`config.mk`:
```
export PLATFORM = sky130hd
export DESIGN_NAME = prio_arbiter_n
export DESIGN_NICKNAME = d
export VERILOG_FILES = /design/src/rtl/prio_arbiter_n.sv
export SDC_FILE = /design/constraint.sdc
export NUM_CORES = 1
export LEC_CHECK = 0
export CAP_MARGIN = 20
export CORE_UTILIZATION = 45
export DETAILED_ROUTE_END_ITERATION = 7
export HOLD_SLACK_MARGIN = 0.02
export PLACE_DENSITY = 0.66
export SYNTH_ARGS = -nofsm -noshare
export SYNTH_HDL_FRONTEND = slang
export SYNTH_SLANG_ARGS = --single-unit
```
`constraint.sdc`:
```
create_clock -name clk -period 4.45 [get_ports clk]
set_input_delay 1.1125 -clock clk [delete_from_list [all_inputs] [get_ports clk]]
set_output_delay 1.1125 -clock clk [all_outputs]
set_load 0.005 [all_outputs]
```
`src/rtl/prio_arbiter_n.sv`:
```
// Parameterised priority arbiter with fixed-priority and round-robin modes.
// A registered one-hot grant (plus binary code) is presented until acked;
// on ack the block re-arbitrates in the same cycle so grants can run
// back-to-back without a bubble.
module prio_arbiter_n #(
  parameter int N = 8,
  parameter int W = $clog2(N)
) (
  input  logic         clk,
  input  logic         rst_n,
  input  logic [N-1:0] req,
  input  logic         mode,
  input  logic         ack,
  output logic [N-1:0] grant,
  output logic [W-1:0] code,
  output logic         valid,
  output logic         multi
);

  typedef enum logic {
    IDLE  = 1'b0,
    GRANT = 1'b1
  } state_t;

  state_t       r_state, w_state_nxt;
  logic [W-1:0] r_ptr, w_ptr_nxt;
  logic [N-1:0] r_grant, w_grant_nxt;
  logic [W-1:0] r_code, w_code_nxt;
  logic         r_multi, w_multi_nxt;

  logic [W-1:0] w_start;
  logic [W-1:0] w_win_code;
  logic [N-1:0] w_win_grant;
  logic         w_found;
  logic         w_any;
  logic         w_arb_multi;

  assign w_any       = |req;
  // Clearing the lowest set bit leaves something only if two or more were set.
  assign w_arb_multi = |(req & (req - N'(1)));

  // Pointer update: only an ack in round-robin mode moves it, to one below
  // the line just served. The subtraction wraps 0 -> N-1 because N = 2**W.
  assign w_ptr_nxt = (r_state == GRANT && ack && mode) ? r_code - W'(1) : r_ptr;

  // Fixed mode is round-robin with the pointer pinned at the top index.
  assign w_start = mode ? w_ptr_nxt : W'(N - 1);

  // Downward search with wrap from the start index; the first set bit wins.
  always_comb begin
    // NOTE: every signal written here gets a default first, otherwise paths
    // that skip an assignment would infer a latch.
    w_win_code  = '0;
    w_win_grant = '0;
    w_found     = 1'b0;
    for (int k = 0; k < N; k++) begin
      if (!w_found && req[w_start - W'(k)]) begin
        w_win_code              = w_start - W'(k);
        w_win_grant             = '0;
        w_win_grant[w_win_code] = 1'b1;
        w_found                 = 1'b1;
      end
    end
  end

  // Next-state and next-output logic: load a new grant, hold, or clear.
  always_comb begin
    w_state_nxt = r_state;
    w_grant_nxt = r_grant;
    w_code_nxt  = r_code;
    w_multi_nxt = r_multi;
    unique case (r_state)
      IDLE: begin
        if (w_any) begin
          w_state_nxt = GRANT;
          w_grant_nxt = w_win_grant;
          w_code_nxt  = w_win_code;
          w_multi_nxt = w_arb_multi;
        end
      end
      GRANT: begin
        if (ack) begin
          if (w_any) begin
            w_state_nxt = GRANT;
            w_grant_nxt = w_win_grant;
            w_code_nxt  = w_win_code;
            w_multi_nxt = w_arb_multi;
          end else begin
            w_state_nxt = IDLE;
            w_grant_nxt = '0;
            w_code_nxt  = '0;
            w_multi_nxt = 1'b0;
          end
        end
      end
      default: begin
        w_state_nxt = IDLE;
      end
    endcase
  end

  // State and output registers; reset clears the grant without a clock edge.
  always_ff @(posedge clk or negedge rst_n) begin
    // NOTE: non-blocking assignments so every register samples the values
    // from before this edge, independent of statement order.
    if (!rst_n) begin
      r_state <= IDLE;
      r_ptr   <= W'(N - 1);
      r_grant <= '0;
      r_code  <= '0;
      r_multi <= 1'b0;
    end else begin
      r_state <= w_state_nxt;
      r_ptr   <= w_ptr_nxt;
      r_grant <= w_grant_nxt;
      r_code  <= w_code_nxt;
      r_multi <= w_multi_nxt;
    end
  end

  assign grant = r_grant;
  assign code  = r_code;
  assign valid = (r_state == GRANT);
  assign multi = r_multi;

endmodule
```
# ---- Yosys cells after proc, flatten, opt, wreduce, memory -nomap -nowiden
# Index checks and enable logic that the tools add are counted.
dict set report classes {
  addsub 9
  n_lt_le_gt_ge 16
  eq_ne 2
  mux 72
  bitwise 2
  n_reduce_logical 27
}
# cell count
set op_table {}
lappend op_table {{8-bit 2-to-1 mux} 11}
lappend op_table {{3-bit 2-to-1 mux} 13}
lappend op_table {{3-bit by 4-bit < comparator with 1-bit output, second input constant} 8}
lappend op_table {{1-bit 2-to-1 mux} 28}
lappend op_table {{1-bit binary-select mux with 3-bit select} 8}
lappend op_table {{1-bit demux with 3-bit select} 8}
lappend op_table {{3-bit by 1-bit greater-or-equal comparator with 1-bit output, second input constant} 8}
lappend op_table {{1-bit logical AND} 17}
lappend op_table {{8-bit one-hot mux with 2 select lines} 1}
lappend op_table {{8-bit OR reduction} 2}
lappend op_table {{3-bit subtractor, second input constant} 4}
lappend op_table {{8-bit AND} 1}
lappend op_table {{8-bit by 1-bit subtractor with 8-bit output, second input constant} 1}
lappend op_table {{1-bit zero test} 7}
lappend op_table {{3-bit one-hot mux with 2 select lines} 1}
lappend op_table {{3-bit by 1-bit subtractor with 3-bit output, second input constant} 2}
lappend op_table {{3-bit by 2-bit subtractor with 3-bit output, second input constant} 2}
lappend op_table {{2-bit != test, second input constant} 2}
lappend op_table {{1-bit one-hot mux with 2 select lines} 2}
lappend op_table {{2-bit AND reduction} 1}
lappend op_table {{1-bit inverter} 1}
dict set report word_totals {
  regBits 16
  input_bits 12
  out_inout_bits 13
  wordCells 133
}

# ---- Logic depth before layout (Yosys ltp)
# Gate-level depths: netlist of the first run.
dict set report logic_depth {
  ltp_word 31
  depth_mapped 15
  ltp_nobuf 13
}

# ---- Worst setup path after synthesis of the first run
# Ideal clock, no wire load.
dict set report synth_path {
  path_type {input-to-reg}
  startpoint {input ack}
  endpoint {register r_grant[3] (netlist: grant[3])}
  t_arrival_ps 4221
  required_ps 4328
  setup_slack_ps 108
  path_stages 15
  n_path_buf 4
  path_cell_list {a21bo_2 -> and3_1 -> buf_6 -> clkinv_2 -> buf_2 -> buf_1 -> ha_1 -> mux4_2 -> mux2i_4 -> nand2_2 -> or4_1 -> buf_2 -> a21oi_2 -> a21oi_1 -> a32o_1}
}
dict set report synth_between {
  elab_chain_cells 31
}
# element line_no
set synth_lines {}
lappend synth_lines {{start: declaration} 13} ;# input logic ack,
lappend synth_lines {{parallel branches: the longest is 31 deep, another holds 3-bit by 1-bit subtractor with 3-bit output} --}
lappend synth_lines {{end signal: assignment} 115} ;# r_grant <= w_grant_nxt;
lappend synth_lines {{end: declaration} 27} ;# logic [N-1:0] r_grant, w_grant_nxt;
# Parallel ways; which one is timed is not known. The select of a mux whose other input is x is not followed.
# A chain may end at the register's enable or synchronous reset.

# ---- Worst setup path after layout of the first run
# Ends and elaborated chain as after synthesis.

==> results.json, run 1 <==
{
  "cts_tree": "yes",
  "holdCritStartpoint": "multi$_DFFE_PN0P_",
  "row_count": 26,
  "drtIter0Drc": 354,
  "overflow": 0,
  "period_share_pct": 95.1,
  "cts_setup_buffers": 0,
  "n_antenna_cell": 0,
  "area_delta_synth_final_pct": 24.6,
  "cp.required_ps": 4600,
  "skew_ps": 7.73,
  "r2r-end": "grant[5]$_DFFE_PN0P_",
  "cts.clk_slew.worst_paths_ps": 70,
  "ys_warn_count": 0,
  "worstReg2RegStart": "code[0]$_DFFE_PN0P_",
  "synth-main-ff-cell": "dfrtp_1",
  "maxSlewViolCount": 0,
  "setup_slack_ps": 219,
  "setup_viol": 0,
  "die_y_um": 76.2,
  "ir_worst_vdd_mv": 0.407,
  "fin_area_sq_um": 3080,
  "rsz0062_at_grt": "no",
  "antenna_found_initial": 0,
  "async_reset_ff_share_pct": 100,
  "vias_per_cell": 6.64,
  "grt_usage_pct": 29.9,
  "min_path_cells": 2,
  "crit_path_end_kind": "register",
  "synthTopCellsByCount": "nand2_1, nor2_1, a21oi_1, mux2i_1, dfrtp_1",
  "crit_type": "input port to register",
  "wl_mm": 8.42,
  "die_w_um": 76.2,
  "synth-edff-count": 0,
  "syn_area_sq_um": 2470,
  "synth_top_area_cell": "dfrtp_1",
  "synthTopCellsByArea": "dfrtp_1, mux2i_1, nand2_1",
  "worst_hold_slack_ps": 485,
  "h-tree-depth": 1,
  "final_antenna_net_count": 0,
  "cts.sinks": 16,
  "start_util_pct": 47.5,
  "r2r.worst_path.cells": 14,
  "place_hpwl_mm": 6.56,
  "power.leakage_nw": 1.22,
  "hold_violations": 0,
  "cap_viol_max_count": 0,
  "io_buffers": 24,
  "period_minus_slack_ps": 4230,
  "final_nets": 387,
  "clock_tree.buffer_depth": 2,
  "synth.distinct_cells": 78,
  "fillerInstances": 486,
  "cts_resized": 0,
  "clock_latency_ps": 250,
  "pin_count": 25,
  "maxSlewHeadroom_pct": 51.1,
  "fmax_ghz": 0.236,
  "drt-pass1-iter-count": 6,
  "setup_tns_ps": 0,
  "holdPathEnd": "multi$_DFFE_PN0P_",
  "outcome": "completed",
  "place.gp.congestion": 0.974,
  "syn-num-nets": 336,
  "cts-hold-fix-buffers": 0,
  "grt_first_pass_wirelength_mm": 14.1,
  "vias": 2901,
  "drive_above_1_share_pct": 20.7,
  "syn_inst": 317,
  "ys_seq_area_share_pct": 16.3,
  "crit_arrival_ps": 4380,
  "root_buffer": "clkbuf_8",
  "crit_fanout": 7,
  "ys_ff_latch": 16,
  "worstSetupStartpointType": "input port",
  "hold_path_class": "register to register",
  "worst_slew_pin_slew_ps": 731,
  "pre_cts_ws_ps": -1.25,
  "route.detailed.drc": 0,
  "synth_most_common_cell": "nand2_1",
  "r2r_setup_slack_ps": 870,
  "fin_util_pct": 59.3,
  "core_sq_um": 5200,
  "grt_max_degree": 22,
  "avgSynthCellArea_sq_um": 7.81,
  "wl_per_cell_um": 19.3,
  "power.density_nw_per_um2": 639,
  "placed_area_sq_um": 3040,
  "synth.top_cell.area_share_pct": 13.1,
  "cts_buffers": 3,
  "grt_pass1_vias": 2765,
  "die-area_sq_um": 5800
}
[layout by cell type, fill, tap and decap left out, drive strengths merged, types with 4 or more instances in the layout]
cell            n
a211oi          5
a21oi          18
a22oi           5
a31oi           6
and2            5
and3            5
and4            4
buf            44
clkbuf          4
clkdlybuf4s50  24
dfrtp          13
ha              7
inv             9
mux2            5
mux2i          17
mux4            4
nand2          37
nand2b          6
nand3          13
nand3b          4
nand4           5
nor2           21
nor3            9
nor3b           7
nor4            4
o2111ai         4
o211ai          4
o21ai          16
xnor2           6
[registers in the layout, indices dropped and copies added, names as in the netlist]
signal and flops:
r_ptr 3, code 3, valid 1, multi 1
grant 8
[power breakdown]
part,total (mW),switching (mW),internal (mW)
Sequential,0.255,0.0437,0.211
Combinational,1.60,0.888,0.714
Clock,0.115,0.0517,0.0635
[per-layer routing]
layer	global-route usage, %	routed length [um]
met5	0	0
met4	10.8	208
met3	3.47	808
met2	44.4	3640
met1	44.2	3770
[metrics by stage]
step	cells	power, mW
final	437	1.97
after global routing	437	2.09
after detailed placement	433	1.81
after global placement	433	1.81
after CTS	437	1.93
after floorplan	317	1.22
[critical path, stage by stage]
cell and delay [ps]:
clkdlybuf4s50_1 570, a21bo_2 170, and3_1 270, clkinv_2 90, ha_1 360, mux4_2 360, mux2i_4 180, nand2_2 90
or4_1 700, a21oi_2 170, a21oi_1 50, a32o_1 260
[kinds of logic after synthesis]
family | share of synthesized area [%]
flip-flops | 16.3
AO/OA/AOI/OAI | 29.1
AND/OR/NAND/NOR | 27.9
XOR/XNOR | 3.08
adder cells (fa/ha/maj) | 3.94
multiplexers | 13.3
buffers and inverters | 6.37
[worst max-delay path by stage]
stage | from | to | slack [ps] | cells past startpoint
after floorplan | ack | grant[3]$_DFFE_PN0P_ | 110 | 15
after global placement | ack | grant[5]$_DFFE_PN0P_ | 70 | 12
after detailed placement | ack | grant[3]$_DFFE_PN0P_ | -1 | 12
after CTS | ack | grant[3]$_DFFE_PN0P_ | 250 | 12
after global routing | ack | grant[5]$_DFFE_PN0P_ | 60 | 12
final | ack | grant[3]$_DFFE_PN0P_ | 220 | 12
[area by class of cell]
cell class	count	area, sq um	area share, %
multi-input combinational	269	1910	62.0
clock buffer	4	45.0	1.46
timing repair buffer	68	596	19.3
sequential	16	404	13.1
inverter	10	38.8	1.26
tap	70	87.6	2.84
(Power assumes the default switching activity.)
==> inputs of run 2 (changes only) <==
--- a/config.mk
+++ b/config.mk
@@ -8,8 +8,10 @@
 export CAP_MARGIN = 20
 export CORE_UTILIZATION = 45
 export DETAILED_ROUTE_END_ITERATION = 7
+export GPL_ROUTABILITY_DRIVEN = 0
 export HOLD_SLACK_MARGIN = 0.02
 export PLACE_DENSITY = 0.66
+export REMOVE_ABC_BUFFERS = 1
 export SYNTH_ARGS = -nofsm -noshare
 export SYNTH_HDL_FRONTEND = slang
 export SYNTH_SLANG_ARGS = --single-unit
==> results.json, run 2 (synthesized netlist as in run 1, its figures left out) <==
{
  "outcome": "completed",
  "r2r-end": "grant[6]$_DFFE_PN0P_",
  "skew_ps": 3.20,
  "die-area_sq_um": 5800,
  "crit_type": "input port to register",
  "die_w_um": 76.2,
  "io_buffers": 24,
  "cts_buffers": 3,
  "start_util_pct": 47.5,
  "worstSetupStartpointType": "input port",
  "holdCritStartpoint": "multi$_DFFE_PN0P_",
  "crit_path_frequent_cell": "buf_4",
  "final_antenna_net_count": 0,
  "vias": 3014,
  "dpl.cell_count": 436,
  "die_y_um": 76.2,
  "max_stage_delay_ps": 580,
  "hold_path_class": "register to register",
  "p_int_mw": 0.990,
  "final_cell_mix": "buf_4, nand2_1, clkdlybuf4s50_1, nor2_1, a21oi_1",
  "min_path_cells": 2,
  "r2r.worst_path.cells": 14,
  "root_buffer": "clkbuf_8",
  "p_sw_mw": 0.982,
  "cts_setup_buffers": 0,
  "fillerInstances": 488,
  "cts_resized": 0,
  "period_minus_slack_ps": 4280,
  "clock_tree.buffer_depth": 2,
  "p_comb_share_pct": 80.3,
  "crit_arrival_ps": 4420,
  "worstReg2RegStart": "code[0]$_DFFE_PN0P_",
  "grt_pass1_vias": 2817,
  "fin_util_pct": 59.6,
  "clock_latency_ps": 250,
  "maxSlewViolCount": 0,
  "r2r_setup_slack_ps": 800,
  "largest_reg_flops": 8,
  "vias_per_cell": 6.85,
  "grt_usage_pct": 30.1,
  "crit_path_end_kind": "register",
  "power.leakage_nw": 1.24,
  "crit_fanout": 10,
  "setup_tns_ps": 0,
  "wl_mm": 8.59,
  "route.detailed.drc": 0,
  "drive_above_1_share_pct": 21.6,
  "setup_viol": 0,
  "drt-pass1-iter-count": 7,
  "holdPathEnd": "multi$_DFFE_PN0P_",
  "power.density_nw_per_um2": 636,
  "n_antenna_cell": 0,
  "row_count": 26,
  "cts.clk_slew.worst_paths_ps": 70,
  "clkPwrFrac_pct": 6.8,
  "power_frac_seq_pct": 13.0,
  "h-tree-depth": 1,
  "cap_viol_max_count": 0,
  "cts-hold-fix-buffers": 0,
  "place_hpwl_mm": 6.59,
  "maxSlewHeadroom_pct": 50.3,
  "area_delta_synth_final_pct": 25.4,
  "cts.sinks": 16,
  "antenna_found_initial": 0,
  "cts_tree": "yes",
  "grt_first_pass_wirelength_mm": 14.2,
  "worst_slew_pin_slew_ps": 744,
  "ir_worst_vdd_mv": 0.356,
  "mostFrequentLayoutCell": "buf_4",
  "final_nets": 390,
  "total_power_mw": 1.97,
  "drtIter0Drc": 451,
  "slowest_stage": "clkdlybuf4s50_1",
  "rsz0062_at_grt": "no",
  "period_share_pct": 96.1,
  "grt_max_degree": 23,
  "fmax_ghz": 0.234,
  "path_cells": "clkdlybuf4s50_1 -> a21bo_2 -> and3_1 -> clkinv_2 -> buf_4 -> buf_4 -> a21oi_1 -> nor3b_1 -> nor3_1 -> or4_1 -> o2111ai_2 -> a221o_1 -> a32o_1",
  "overflow": 0,
  "netSwitchingFraction_pct": 49.8,
  "core_sq_um": 5200,
  "cp.required_ps": 4590,
  "wl_per_cell_um": 19.5,
  "stdcell_count": 440,
  "hold_violations": 0,
  "pin_count": 25
}
-- run 2: changes by cell type in the layout (fill, tap and decap cells not counted), sizes merged --
| cell | before | now |
|---|---|---|
| buf | 44 | 47 |
-- run 2: stage by stage --
step / area, sq um / hold WS, ps / setup slack [ps]
2_1_floorplan: 2360 / 473 / -895
3_3_place_gp: 3050 / 467 / 83.3
3_5_place_dp: 3050 / 474 / -0.853
4_1_cts: 3100 / 489 / 270
5_1_grt: 3100 / 543 / 76.1
6_report: 3100 / 484 / 175
-- run 2: layer usage --
metal | vias up | routed length (um) | GRT usage [%]
met4 | 0 | 359 | 15.4
met5 | - | 0 | 0
met2 | 235 | 3740 | 46.0
li1 | 1336 | - | -
met3 | 55 | 830 | 4.67
met1 | 1388 | 3660 | 40.9
-- run 2: critical path: cells and delay by family --
family | cells | cell delay, ps
compound gates | 5 | 1240
simple gates | 4 | 1070
buf+inv | 4 | 1010
-- run 2: layout make-up --
class	count	area, sq um	area share (%)
Tap cell	70	87.6	2.82
Multi-Input combinational cell	269	1910	61.6
Sequential cell	16	404	13.0
Clock buffer	4	55.1	1.77
Inverter	10	38.8	1.25
Timing Repair Buffer	71	606	19.5
-- run 2: worst max-delay path by stage --
stage / startpoint / endpoint / slack [ps] / cells past startpoint
after detailed placement: ack / code[2]$_DFFE_PN0P_ / -0.9 / 13
after floorplan: ack / code[2]$_DFFE_PN0P_ / -890 / 11
after global routing: ack / grant[5]$_DFFE_PN0P_ / 80 / 14
after CTS: ack / code[2]$_DFFE_PN0P_ / 270 / 13
after global placement: ack / grant[6]$_DFFE_PN0P_ / 80 / 12
final: ack / code[2]$_DFFE_PN0P_ / 170 / 13
-- run 2: power by group through the flow --
stage	Combinational, mW	Clock (mW)	Sequential (mW)
after floorplan	0.920	0	0.252
after global placement	1.52	0	0.257
after detailed placement	1.52	0	0.259
after CTS	1.53	0.137	0.256
after global routing	1.68	0.142	0.263
final	1.58	0.134	0.256
